### src/rtl/wisc_fetch_pkg.sv
// Shared types and constants for the WISC-S25 fetch stage.
package wisc_fetch_pkg;

  localparam logic [15:0] NOP_INSTR  = 16'hE000;
  localparam logic [3:0]  HLT_OPCODE = 4'hF;
  localparam logic [15:0] PC_MASK    = 16'hFFFE;

  typedef enum logic [0:0] {
    RUN    = 1'b0,
    HALTED = 1'b1
  } fetch_state_t;

  typedef struct packed {
    logic [15:0] pc_curr;
    logic [15:0] pc_next;
    logic [15:0] instr;
    logic [1:0]  prediction;
    logic [15:0] predicted_target;
    logic        valid;
  } if_id_t;

  function automatic if_id_t if_id_bubble();
    if_id_t b;
    b.pc_curr          = 16'h0000;
    b.pc_next          = 16'h0000;
    b.instr            = NOP_INSTR;
    b.prediction       = 2'b00;
    b.predicted_target = 16'h0000;
    b.valid            = 1'b0;
    return b;
  endfunction

endpackage

### src/rtl/if_id_reg.sv
// IF/ID pipeline register: flush beats load, otherwise hold; resets to a bubble.
module if_id_reg
  import wisc_fetch_pkg::*;
(
  input  logic   clk,
  input  logic   rst,
  input  logic   load,
  input  logic   flush,
  input  if_id_t d,
  output if_id_t q
);

  if_id_t q_q;
  if_id_t q_d;

  always_comb begin
    q_d = q_q;
    if (flush) begin
      q_d = if_id_bubble();
    end else if (load) begin
      q_d = d;
    end else begin
      q_d = q_q;
    end
  end

  always_ff @(posedge clk) begin
    if (rst) begin
      q_q <= if_id_bubble();
    end else begin
      q_q <= q_d;
    end
  end

  assign q = q_q;

endmodule

### src/rtl/fetch_pc_unit.sv
// Fetch-stage PC register, RUN/HALTED FSM and next-PC mux feeding IF/ID.
// Define FETCH_PRED_EN to let the branch predictor steer the next PC.
module fetch_pc_unit
  import wisc_fetch_pkg::*;
#(
  parameter logic [15:0] RESET_PC = 16'h0000
) (
  input  logic        clk,
  input  logic        rst,
  input  logic        stall,
  input  logic        branch_mispredicted,
  input  logic        actual_taken,
  input  logic [15:0] actual_target,
  input  logic [1:0]  prediction,
  input  logic [15:0] predicted_target,
  input  logic [15:0] instr,
  output logic [15:0] PC_curr,
  output logic        pred_enable,
  output logic [15:0] IF_ID_PC_curr,
  output logic [15:0] IF_ID_PC_next,
  output logic [15:0] IF_ID_instr,
  output logic [1:0]  IF_ID_prediction,
  output logic [15:0] IF_ID_predicted_target,
  output logic        IF_ID_valid,
  output logic        halted
);

  logic [15:0]  pc_q, pc_d;
  fetch_state_t state_q, state_d;
  logic [15:0]  pc_plus2;
  logic         if_load, if_flush;
  if_id_t       if_id_d, if_id_q;

  assign pc_plus2 = pc_q + 16'd2;

  always_comb begin
    pc_d     = pc_q;
    state_d  = state_q;
    if_load  = 1'b0;
    if_flush = 1'b0;

    if_id_d.pc_curr          = pc_q;
    if_id_d.pc_next          = pc_plus2;
    if_id_d.instr            = instr;
    if_id_d.predicted_target = predicted_target;
    if_id_d.valid            = 1'b1;
`ifdef FETCH_PRED_EN
    if_id_d.prediction       = prediction;
`else
    if_id_d.prediction       = prediction & 2'b00;
`endif

    // A redirect outranks a stall so the wrong-path instruction never lingers.
    if (branch_mispredicted) begin
      if (actual_taken) begin
        pc_d = actual_target & PC_MASK;
      end else begin
        pc_d = if_id_q.pc_next & PC_MASK;
      end
      if_flush = 1'b1;
      state_d  = RUN;
    end else if (stall) begin
      pc_d    = pc_q;
      state_d = state_q;
    end else begin
      case (state_q)
        RUN: begin
          if_load = 1'b1;
`ifdef FETCH_PRED_EN
          if (prediction[1]) begin
            pc_d = predicted_target & PC_MASK;
          end else begin
            pc_d = pc_plus2;
          end
`else
          pc_d = pc_plus2;
`endif
          if (instr[15:12] == HLT_OPCODE) begin
            pc_d    = pc_q;
            state_d = HALTED;
          end else begin
            state_d = RUN;
          end
        end
        HALTED: begin
          pc_d     = pc_q;
          if_flush = 1'b1;
        end
        default: begin
          state_d  = RUN;
          if_flush = 1'b1;
        end
      endcase
    end
  end

  always_ff @(posedge clk) begin
    if (rst) begin
      pc_q    <= RESET_PC & PC_MASK;
      state_q <= RUN;
    end else begin
      pc_q    <= pc_d;
      state_q <= state_d;
    end
  end

  if_id_reg u_if_id_reg (
    .clk   (clk),
    .rst   (rst),
    .load  (if_load),
    .flush (if_flush),
    .d     (if_id_d),
    .q     (if_id_q)
  );

  assign PC_curr                = pc_q;
  assign halted                 = (state_q == HALTED);
  assign IF_ID_PC_curr          = if_id_q.pc_curr;
  assign IF_ID_PC_next          = if_id_q.pc_next;
  assign IF_ID_instr            = if_id_q.instr;
  assign IF_ID_prediction       = if_id_q.prediction;
  assign IF_ID_predicted_target = if_id_q.predicted_target;
  assign IF_ID_valid            = if_id_q.valid;

`ifdef FETCH_PRED_EN
  assign pred_enable = ~stall & ~halted;
`else
  assign pred_enable = 1'b0;
`endif

endmodule
### config.mk
export PLATFORM = sky130hd
export DESIGN_NAME = fetch_pc_unit
export DESIGN_NICKNAME = d
export VERILOG_FILES = /design/src/rtl/wisc_fetch_pkg.sv /design/src/rtl/if_id_reg.sv /design/src/rtl/fetch_pc_unit.sv
export SDC_FILE = /design/constraint.sdc
export NUM_CORES = 1
export LEC_CHECK = 0
export ABC_AREA = 1
export CORE_ASPECT_RATIO = 1.75
export CORE_MARGIN = 4
export CORE_UTILIZATION = 48
export CTS_BUF_LIST = sky130_fd_sc_hd__clkbuf_8
export CTS_CLUSTER_DIAMETER = 40
export DETAILED_ROUTE_END_ITERATION = 10
export HOLD_SLACK_MARGIN = 0.05
export PLACE_DENSITY = 0.87
export SLEW_MARGIN = 20
export SYNTH_ARGS = -nofsm -noshare
export SYNTH_HDL_FRONTEND = slang
export SYNTH_SLANG_ARGS = --single-unit
### constraint.sdc
create_clock -name clk -period 3.5 [get_ports clk]
set_input_delay 0.7 -clock clk [delete_from_list [all_inputs] [get_ports clk]]
set_output_delay 0.7 -clock clk [all_outputs]
set_load 0.05 [all_outputs]
Word-level counts from Yosys, hierarchy flattened
Cells that the tools add are included.
{"block": "word_totals", "ff_bits": 82, "out_inout_bits": 85, "word_cells": 29}
{"block": "op_classes", "add_sub_neg": 1, "n_reduce_logical": 3, "n_eq_ne": 4, "n_bitwise": 1, "mux": 13}
{"operator": "two-way mux 16 bit", "n": 5}
{"operator": "adder 16 x 2 -> 16 bit, second input constant", "n": 1}
{"operator": "two-way mux 1 bit", "n": 8}
{"operator": "equality test 4 bit, second input constant", "n": 1}
{"operator": "OR reduction 2 bit", "n": 2}
{"operator": "!= test 3 bit, second input constant", "n": 1}
{"operator": "AND reduction 3 bit", "n": 1}
{"operator": "!= test 2 x 1 -> 1 bit, second input constant", "n": 1}
{"operator": "!= test 2 bit, second input constant", "n": 1}
{"operator": "inverter 1 bit", "n": 1}

Longest topological paths before layout
{"block": "logic_depth", "word_depth": 5, "mapped_depth": 10, "depth_no_buf": 10}

Cells and area by module
A second synthesis with hierarchy kept.
{"block": "hier_totals", "hier_cells": 632, "area_unflattened_um2": 4075.2}
{"mod": "if_id_reg", "n_inst": 1, "area_per_inst_um2": 2758.9, "cells_per_inst": 420, "seq_area_each_um2": 1341.3}
{"mod": "fetch_pc_unit", "n_inst": 1, "area_per_inst_um2": 1316.3, "cells_per_inst": 212, "seq_area_each_um2": 320.3}

Worst setup path before layout
OpenSTA, ideal clock, no wires.
{"block": "synth_path", "path_type": "flip-flop to flip-flop", "start": "register pc_q[1] (netlist: PC_curr[1])", "end": "register u_if_id_reg.q_q, in the netlist u_if_id_reg.q[44]", "required_time_ns": 3.383, "setup_slack_ns": 1.720, "path_stages_with_launch": 9, "synth_period_minus_slack_ns": 1.780, "path_buffers": 0, "t_arrival_ns": 1.663, "path_cell_list": "dfxtp_1 ha_1 nand3_2 nor2_4 nand3_1 nand2_1 nand2_1 o211ai_1 inv_1"}
{"block": "synth_between", "elab_chain_len": 1}
{"item": "from (decl)", "line_no": "fetch_pc_unit.sv:28", "text": "logic [15:0] pc_q, pc_d;"}
{"item": "from (signal assigned)", "line_no": "fetch_pc_unit.sv:99", "text": "pc_q <= RESET_PC & PC_MASK;"}
{"item": "from (signal assigned)", "line_no": "fetch_pc_unit.sv:102", "text": "pc_q <= pc_d;"}
{"item": "adder 16 x 2 -> 16 bit", "line_no": "fetch_pc_unit.sv:34", "text": "assign pc_plus2 = pc_q + 16'd2;"}
{"item": "to (signal assigned)", "line_no": "if_id_reg.sv:29", "text": "q_q <= if_id_bubble();"}
{"item": "to (signal assigned)", "line_no": "if_id_reg.sv:31", "text": "q_q <= q_d;"}
{"item": "to (decl)", "line_no": "if_id_reg.sv:13", "text": "if_id_t q_q;"}
Every way passes these cells.
A chain may end at the register's enable or synchronous reset.

Worst setup path after layout
{"block": "layout_path", "start": "register pc_q[6] (netlist: PC_curr[6])", "end": "output PC_curr[6]"}
{"item": "to (decl)", "line_no": "fetch_pc_unit.sv:17", "text": "output logic [15:0] PC_curr,"}
No word-level cell between the ends.

==> flow_summary.yaml <==
outcome:
  run_status: "complete, no violations"
global_routing:
  grt_usage: 0.251
  grt-ovfl-total: 0
  grt_pass1_wl_um: 17100
  grt_pass1_vias: 3567
  antenna_found_initial: 0
  grt_max_degree: 53
timing:
  drv_slew: 0
  fin_tns_setup_ns: 0
  finalCriticalPeriod_ns: 2.44
  max_slew_margin: 0.614
  report.final.setup_viol: 0
  hold_viol: 0
  rsz0062_at_grt: "false"
  fin_worst_skew_ns: 0.0121
  fmax_ghz: 0.409
  tightestPinTransition_ns: 0.578
  fin_crit_sh: 0.698
clock_network:
  h-tree-depth: 3
  cts_setup_buffers: 0
  hold_buffers: 0
  numCtsBuffers: 9
  clock_sinks: 79
  cts_root_buffer: "clkbuf_8"
  cts_tree: "yes"
  clk_path_buf_depth: 2
  post_cts_resized: 0
  clk_pin_slew_worst_paths_ns: 0.08
  clkLatencyLatePin_ns: 0.37
critical_path:
  cp-endpoint: "PC_curr[6]"
  r2r_cells: 8
  cpMaxStageDelayCell: "clkdlybuf4s50_1"
  cp.arrival_ns: 1.74
  path_class: "register to output port"
  slowest_delay_ns: 0.88
  reg2reg_to: "u_if_id_reg.q[48]"
  required_ns: 2.80
  endpoint_kind: "output port"
  rr_startpoint: "PC_curr[1]"
  setup.worst_path.start: "PC_curr[6]"
  crit_path_cell_trace: "clkdlybuf4s50_1"
  start_kind: "register"
  reg2reg_slack_ns: 1.85
  path_depth: 1
  crit_family: "buffers and inverters"
  crit_buf_inv: 1
  path_max_fanout: 6
placed_design:
  port_buffers: 130
  place_congestion: 0.925
  detailed_place_hpwl_um: 7790
final_layout:
  antenna_cells: 0
  nets: 666
  drive_gt1_frac: 0.0667
  fill_cells: 612
  final_util: 0.695
  syn2layout_area_growth_pct: 41.5
logic_synthesis:
  synth.avg_cell_area_um2: 7.25
  synth_seq_cells: 79
  netlist_area_mm2: 0.00355
  ys_warn_count: 0
  synth_cell_types: 33
  ys_seq_area_frac: 0.445
  netlist_instances: 490
detailed_routing:
  vias: 3640
  wl_per_cell_um: 15.6
  drtIter0Drc: 250
  ant_nets: 0
  drt_pass1_iterations: 4
  drt-total-wl_um: 11000
  drc: 0
  via_per_inst: 5.19
floorplan:
  io_pins: 140
  die-area_mm2: 0.00889
  core-area_mm2: 0.00723
  die_height_um: 122
  initial_core_util: 0.491
  num_rows: 41
  die_width_um: 73.0
pwr:
  leakage_nw: 1.96
  vdd_drop_max_uv: 301
  finalPower_w: 0.00207
  powerDensity_mw_per_mm2: 411
hold_path:
  hold_path.class: "register to register"
job:
  drv_cap: 0
registers in the layout (all words and copies together), names as in the netlist:
| name | cells |
|---|---|
| halted | 1 |
| PC_curr | 15 |
| u_if_id_reg.q | 63 |
per-stage QoR:
stage               cells  hold slack, ns  setup WS [ns]  instance area (um^2)
floorplan             495           0.669           1.72                  3570
global placement      684           0.450          0.716                  4800
detailed placement    684           0.456          0.699                  4800
CTS                   700           0.467           1.07                  5000
global route          701           0.484           1.00                  5020
finish                701           0.467           1.06                  5020
synth_stat cells:
| master | count | share of area |
|---|---|---|
| nand2_1 | 117 | 0.12 |
| dfxtp_1 | 79 | 0.45 |
| a21oi_1 | 69 | 0.097 |
| nor2_1 | 47 | 0.050 |
| inv_1 | 39 | 0.041 |
| o21ai_1 | 27 | 0.038 |
| o21ai_0 | 26 | 0.037 |
| nand3_1 | 16 | 0.023 |
| buf_4 | 14 | 0.030 |
| buf_2 | 12 | 0.017 |
| nand4_1 | 5 | 0.0088 |
| inv_2 | 4 | 0.0042 |
| buf_6 | 3 | 0.0095 |
| o211ai_1 | 3 | 0.0063 |
| xor2_1 | 3 | 0.0074 |
| a211oi_1 | 2 | 0.0042 |
| clkbuf_1 | 2 | 0.0021 |
| inv_4 | 2 | 0.0035 |
| nand2_2 | 2 | 0.0035 |
| nand2_4 | 2 | 0.0063 |
| nand3_2 | 2 | 0.0056 |
| nor2_2 | 2 | 0.0035 |
| nor2_4 | 2 | 0.0063 |
| a21oi_2 | 1 | 0.0025 |
| conb_1 | 1 | 0.0011 |
| ha_1 | 1 | 0.0035 |
| nand2_8 | 1 | 0.0056 |
| nor3_1 | 1 | 0.0014 |
| o21a_1 | 1 | 0.0021 |
| o21ai_2 | 1 | 0.0025 |
| o21ai_4 | 1 | 0.0046 |
| or2_2 | 1 | 0.0018 |
| xnor2_1 | 1 | 0.0025 |
placed cells by master, fill, tap and decap left out, types with 6 or more instances in the layout:
cell,n
nand2_1,117
clkdlybuf4s50_1,130
dfxtp_1,79
inv_1,40
nor2_1,47
conb_1,6
a21oi_1,69
o21ai_1,27
nand3_1,16
clkbuf_8,13
o21ai_0,26
power by group:
group	internal [W]	switching (W)
Sequential	0.000932	0.0000359
Combinational	0.000156	0.000279
Clock	0.000332	0.000331
how the worst min path moves through the flow:
| stage | to | slack (ns) | depth (start not counted) | from |
|---|---|---|---|---|
| 5_1_grt | u_if_id_reg.q[5] | 0.48 | 2 | u_if_id_reg.q[5] |
| 3_5_place_dp | u_if_id_reg.q[5] | 0.46 | 2 | u_if_id_reg.q[5] |
| 4_1_cts | u_if_id_reg.q[5] | 0.47 | 2 | u_if_id_reg.q[5] |
| 2_1_floorplan | u_if_id_reg.q[37] | 0.67 | 2 | u_if_id_reg.q[37] |
| 3_3_place_gp | u_if_id_reg.q[37] | 0.45 | 2 | u_if_id_reg.q[37] |
| 6_report | u_if_id_reg.q[16] | 0.47 | 2 | u_if_id_reg.q[16] |
logic make-up (layout without fill, tap and decap cells):
family,after synthesis,after routing,synth area share
and+or+nand+nor,198,198,0.239
AOI/OAI and AO/OA,131,131,0.194
DFF,79,79,0.445
buffers and inverters,76,196,0.107
xor gates and xnor gates,4,4,0.00987
adders and majority gates,1,1,0.00352
other,1,6,0.00106
layer usage:
layer | global-route usage | share of wire | routed length, um
met5 | 0 | 0 | 0
met4 | 0.141 | 0.038 | 419
met3 | 0.0545 | 0.060 | 658
met2 | 0.441 | 0.53 | 5850
met1 | 0.269 | 0.37 | 4030
final cells by class:
class / instances / area (um^2) / share of cell area
flip-flops and latches: 79 / 1580 / 0.315
inverters: 45 / 174 / 0.0346
clock buffers: 13 / 179 / 0.0356
multi-input cells: 340 / 1610 / 0.320
repair buffers: 135 / 1360 / 0.270
clock inverters: 3 / 16.3 / 0.00324
well taps: 86 / 108 / 0.0214
worst min-delay path: cells and delay by family (launching register included):
| kind | cells | cell delay [ns] |
|---|---|---|
| AO/OA/AOI/OAI | 1 | 0.05 |
| flip-flops | 1 | 0.31 |
| AND/OR/NAND/NOR | 1 | 0.06 |
(Power assumes the default switching activity.)
==> variant 1: new RTL, same settings <==
Register the outputs `IF_ID_prediction` and `IF_ID_predicted_target`, cleared by the reset; this adds one clock of latency there. The other outputs are not delayed to match.
--- a/src/rtl/fetch_pc_unit.sv
+++ b/src/rtl/fetch_pc_unit.sv
@@ -120,4 +120,11 @@
   assign IF_ID_instr            = if_id_q.instr;
-  assign IF_ID_prediction       = if_id_q.prediction;
-  assign IF_ID_predicted_target = if_id_q.predicted_target;
+  always_ff @(posedge clk) begin
+    if (rst) begin
+      IF_ID_prediction       <= '0;
+      IF_ID_predicted_target <= '0;
+    end else begin
+      IF_ID_prediction       <= if_id_q.prediction;
+      IF_ID_predicted_target <= if_id_q.predicted_target;
+    end
+  end
   assign IF_ID_valid            = if_id_q.valid;
Behaviour: not the same (Yosys sat finds a counterexample within 4 cycles, from zero or initial values and one cycle with rst high).
==> variant 1 against the unedited design <==
- largest cell class is now sequential cells
- via count grew 5.9%
- synthesized area grew 23%
- power increased by 12%
- count of clock-buffer cells in the layout is 4 lower
- register-to-register slack improved by 0.06 ns
- die area increased by 21%
- sequential cell count rose by 16
- sequential share of layout area is 3.2 points higher
- worst setup slack improved by 0.012 ns
- clock power increased by 8.4%
- wire length up 2.3%
- largest power group unchanged
- final area up 9.1%
==> variant 1: results (changes against the unedited design) <==
non-filler cells, final 765 (+9.1%); dominant class by area sequential cells; largest net degree at the start of global routing 67 (+26%); nonclk buf count 136 (+0.74%); met3 WL 799 um (+21%); clk_skew 0.00869 ns (-0.00338 ns); buffering overhead 24.8% (-2.3 points); multi-input gate count 342 (+0.59%); placed cells 749 (+9.5%); Global Route met2 Usage 37.8% (-6.3 points); Post-synth top cells 95 x dfxtp_1, 89 x nand2_1, 68 x a21oi_1; Layout area overhead 25.7%; Iter 0 DRT Violations 317 (+27%); Max-slew headroom 57.6% (-3.7 points); DR WL met2 5.97 mm (+2.2%); inverter count 59 (+31%); number of global-route vias before repair 3743 (+4.9%); Tot GR Track Use 21.2% (-3.9 points); global-route wire length before repair 18.2 mm (+6.4%); Seq area share 34.7% (+3.2 points); Leakage Power 2.17 nW (+10%); ratio of cells with drive above 1 in the final layout 6.64% (-0.031 points); sequential area share after synthesis 43.6% (-0.92 points); Mapped Cells 571 (+17%); VDD IR-drop max 236 uV (-21%); met1 wire length 4.17 mm (+3.5%); TAP cells 117 (+36%); final WL 11.2 mm (+2.3%); dpl ws 0.796 ns (+0.0977 ns); Vias 3855 (+5.9%); footprint of the multi-input gates 1650 um2 (+2.9%); GR Util met1 24.1% (-2.7 points); cell area after placement 5290 um2 (+10%); Total Nets Final 699 (+5.0%); Fillers 805 (+32%); status completed
==> variant 1: logic make-up (layout without fill, tap and decap cells) <==
group                      after synthesis  in the layout  share of synthesized area [%]
buffers and inverters                  139            211                           18.9
DFF                                     95             95                           43.6
and+or+nand+nor                        188            188                           18.7
other                                    1              6                         0.0860
AOI/OAI and AO/OA                      144            144                           17.7
xor gates and xnor gates                 3              3                          0.775
adders and majority gates                1              1                          0.287
==> variant 1: worst paths after layout <==
check	startpoint	endpoint	slack [ns]	cells past startpoint
max	PC_curr[7]	PC_curr[7]	1.07	1
min reg2reg	u_if_id_reg.q[16]	IF_ID_predicted_target[15]	0.43	2
max reg2reg	halted	u_if_id_reg.q[38]	1.91	5
min	u_if_id_reg.q[16]	IF_ID_predicted_target[15]	0.43	2
==> variant 1: power breakdown <==
group,internal (mW),switching (mW),leakage (nW)
sequential,1.12,0.0350,0.774
clock,0.333,0.386,0.105
combinational,0.156,0.276,1.29
==> variant 2: new RTL, same flow settings <==
Without the edit above. Add a define of `FETCH_PRED_EN`.
--- a/src/rtl/fetch_pc_unit.sv
+++ b/src/rtl/fetch_pc_unit.sv
@@ -2,2 +2,4 @@
 // Define FETCH_PRED_EN to let the branch predictor steer the next PC.
+`define FETCH_PRED_EN
+
 module fetch_pc_unit
Formal check against the unedited RTL: not equivalent (a bounded check fails within 4 cycles, from zero or initial values and one cycle with rst high).
==> variant 2 against the unedited design <==
- highest routed layer unchanged
- power up 12%
- utilization up 0.74 points
- synthesized area up 7.1%
- sequential cell count up 2
- wire length up 11%
- final area up 6.5%
- worst setup slack worse by 0.41 ns
- final cell count up 4.3%
==> variant 2: results (changes against the unedited design) <==
status completed; uppermost routed layer met4; multi-input combinational area share 33.0% (+0.98 points); r2r endpoint u_if_id_reg.q[49]; wire per inst 16.7 um (+6.7%); max FFs per register 65 (+3.2%); synth unique cells 27 (-18%); number of global-route vias before repair 4057 (+14%); ratio of cells with drive above 1 in the final layout 9.64% (+3.0 points); Async SR Flop Fraction 0% (unchanged); Leakage Power 2.11 nW (+7.3%); global-route wire length before repair 19.1 mm (+12%); clk_skew 0.00659 ns (-0.00548 ns); buffering overhead 26.5% (-0.57 points); 1st-pass router iterations 5 (+1); Layout area overhead 40.7%; multi-input gate count 353 (+3.8%); Seq area share 30.3% (-1.2 points); crit path DAT 2.15 ns (+0.41 ns); Total Nets Final 694 (+4.2%); syn avg cell area 7.35 um2 (+1.5%); GR Util met1 27.0% (+0.15 points); clk root buf clkbuf_8; GR Layer Usage met3 4.70% (-0.75 points); sequential area share after synthesis 42.6% (-1.9 points); synth top area cells dfxtp_1 43%, nand2_1 10%, o21ai_0 7.1%, a21oi_1 6.8%, a21oi_2 6.4%; startpoint of the worst hold path u_if_id_reg.q[1]; nonclk buf count 142 (+5.2%); clock network area share 4.56% (+0.68 points); Global Route met2 Usage 45.5% (+1.4 points); met3 WL 950 um (+44%); Iter 0 DRT Violations 238 (-4.8%); flop2flop setup slack 1.60 ns (-0.25 ns); Post-synth top cells 103 x nand2_1, 81 x dfxtp_1, 54 x o21ai_0; flops & latches, synth 81 (+2.5%); Fillers 610 (-0.33%); Mapped Cells 517 (+5.5%); hpwl dp 8.87 mm (+14%); complex-gate fraction of the synthesized area 23.5% (+4.1 points); drt via density 5.49 (+5.7%); Tcrit/Tclk final 81.5% (+12 points); cell area after placement 5110 um2 (+6.3%); worst slew pin tran 0.550 ns (-0.0279 ns); max incr delay on CP 0.82 ns (-0.06 ns); Post-Synth XOR/XNOR Area 1.61% (+0.63 points); met1 wire length 4.30 mm (+6.8%); adder-cell share of the synthesized area 0.329% (-0.023 points); Crit Path Max Fanout 3 (-3); Tot GR Track Use 26.1% (+0.99 points); routability cong. 0.878 (-5.1%); worst r2r path cells 7 (-1); inverter count 51 (+13%); Buffers on Ports 135 (+3.8%); DR WL met2 6.34 mm (+8.4%); Min-Delay Endpoint u_if_id_reg.q[1]; FF-to-FF Start halted; CLK BUF 10 (-3); VDD IR-drop max 291 uV (-3.1%)
==> variant 2: through the flow <==
stage	utilization (%)	worst slack (ns)	instances	hold WS, ns	total power, mW
6_report	70.2	0.646	731	0.471	2.31
5_1_grt	70.2	0.598	731	0.488	2.39
4_1_cts	70.2	0.645	731	0.471	2.32
3_5_place_dp	67.0	0.650	715	0.457	1.49
3_3_place_gp	67.0	0.649	715	0.454	1.48
2_1_floorplan	-	1.73	519	0.681	1.31
==> variant 2: worst max-delay path by stage <==
stage	startpoint	to	depth (start not counted)
floorplan	PC_curr[2]	u_if_id_reg.q[42]	7
global placement	stall	pred_enable	3
detailed placement	stall	pred_enable	3
CTS	stall	pred_enable	3
global route	stall	pred_enable	3
finish	stall	pred_enable	3
==> variant 2: report_power, final <==
group	total (mW)	leakage, nW	switching [mW]	internal, mW
Sequential	0.997	0.661	0.0392	0.957
Clock	0.831	0.124	0.342	0.489
Combinational	0.477	1.32	0.307	0.170
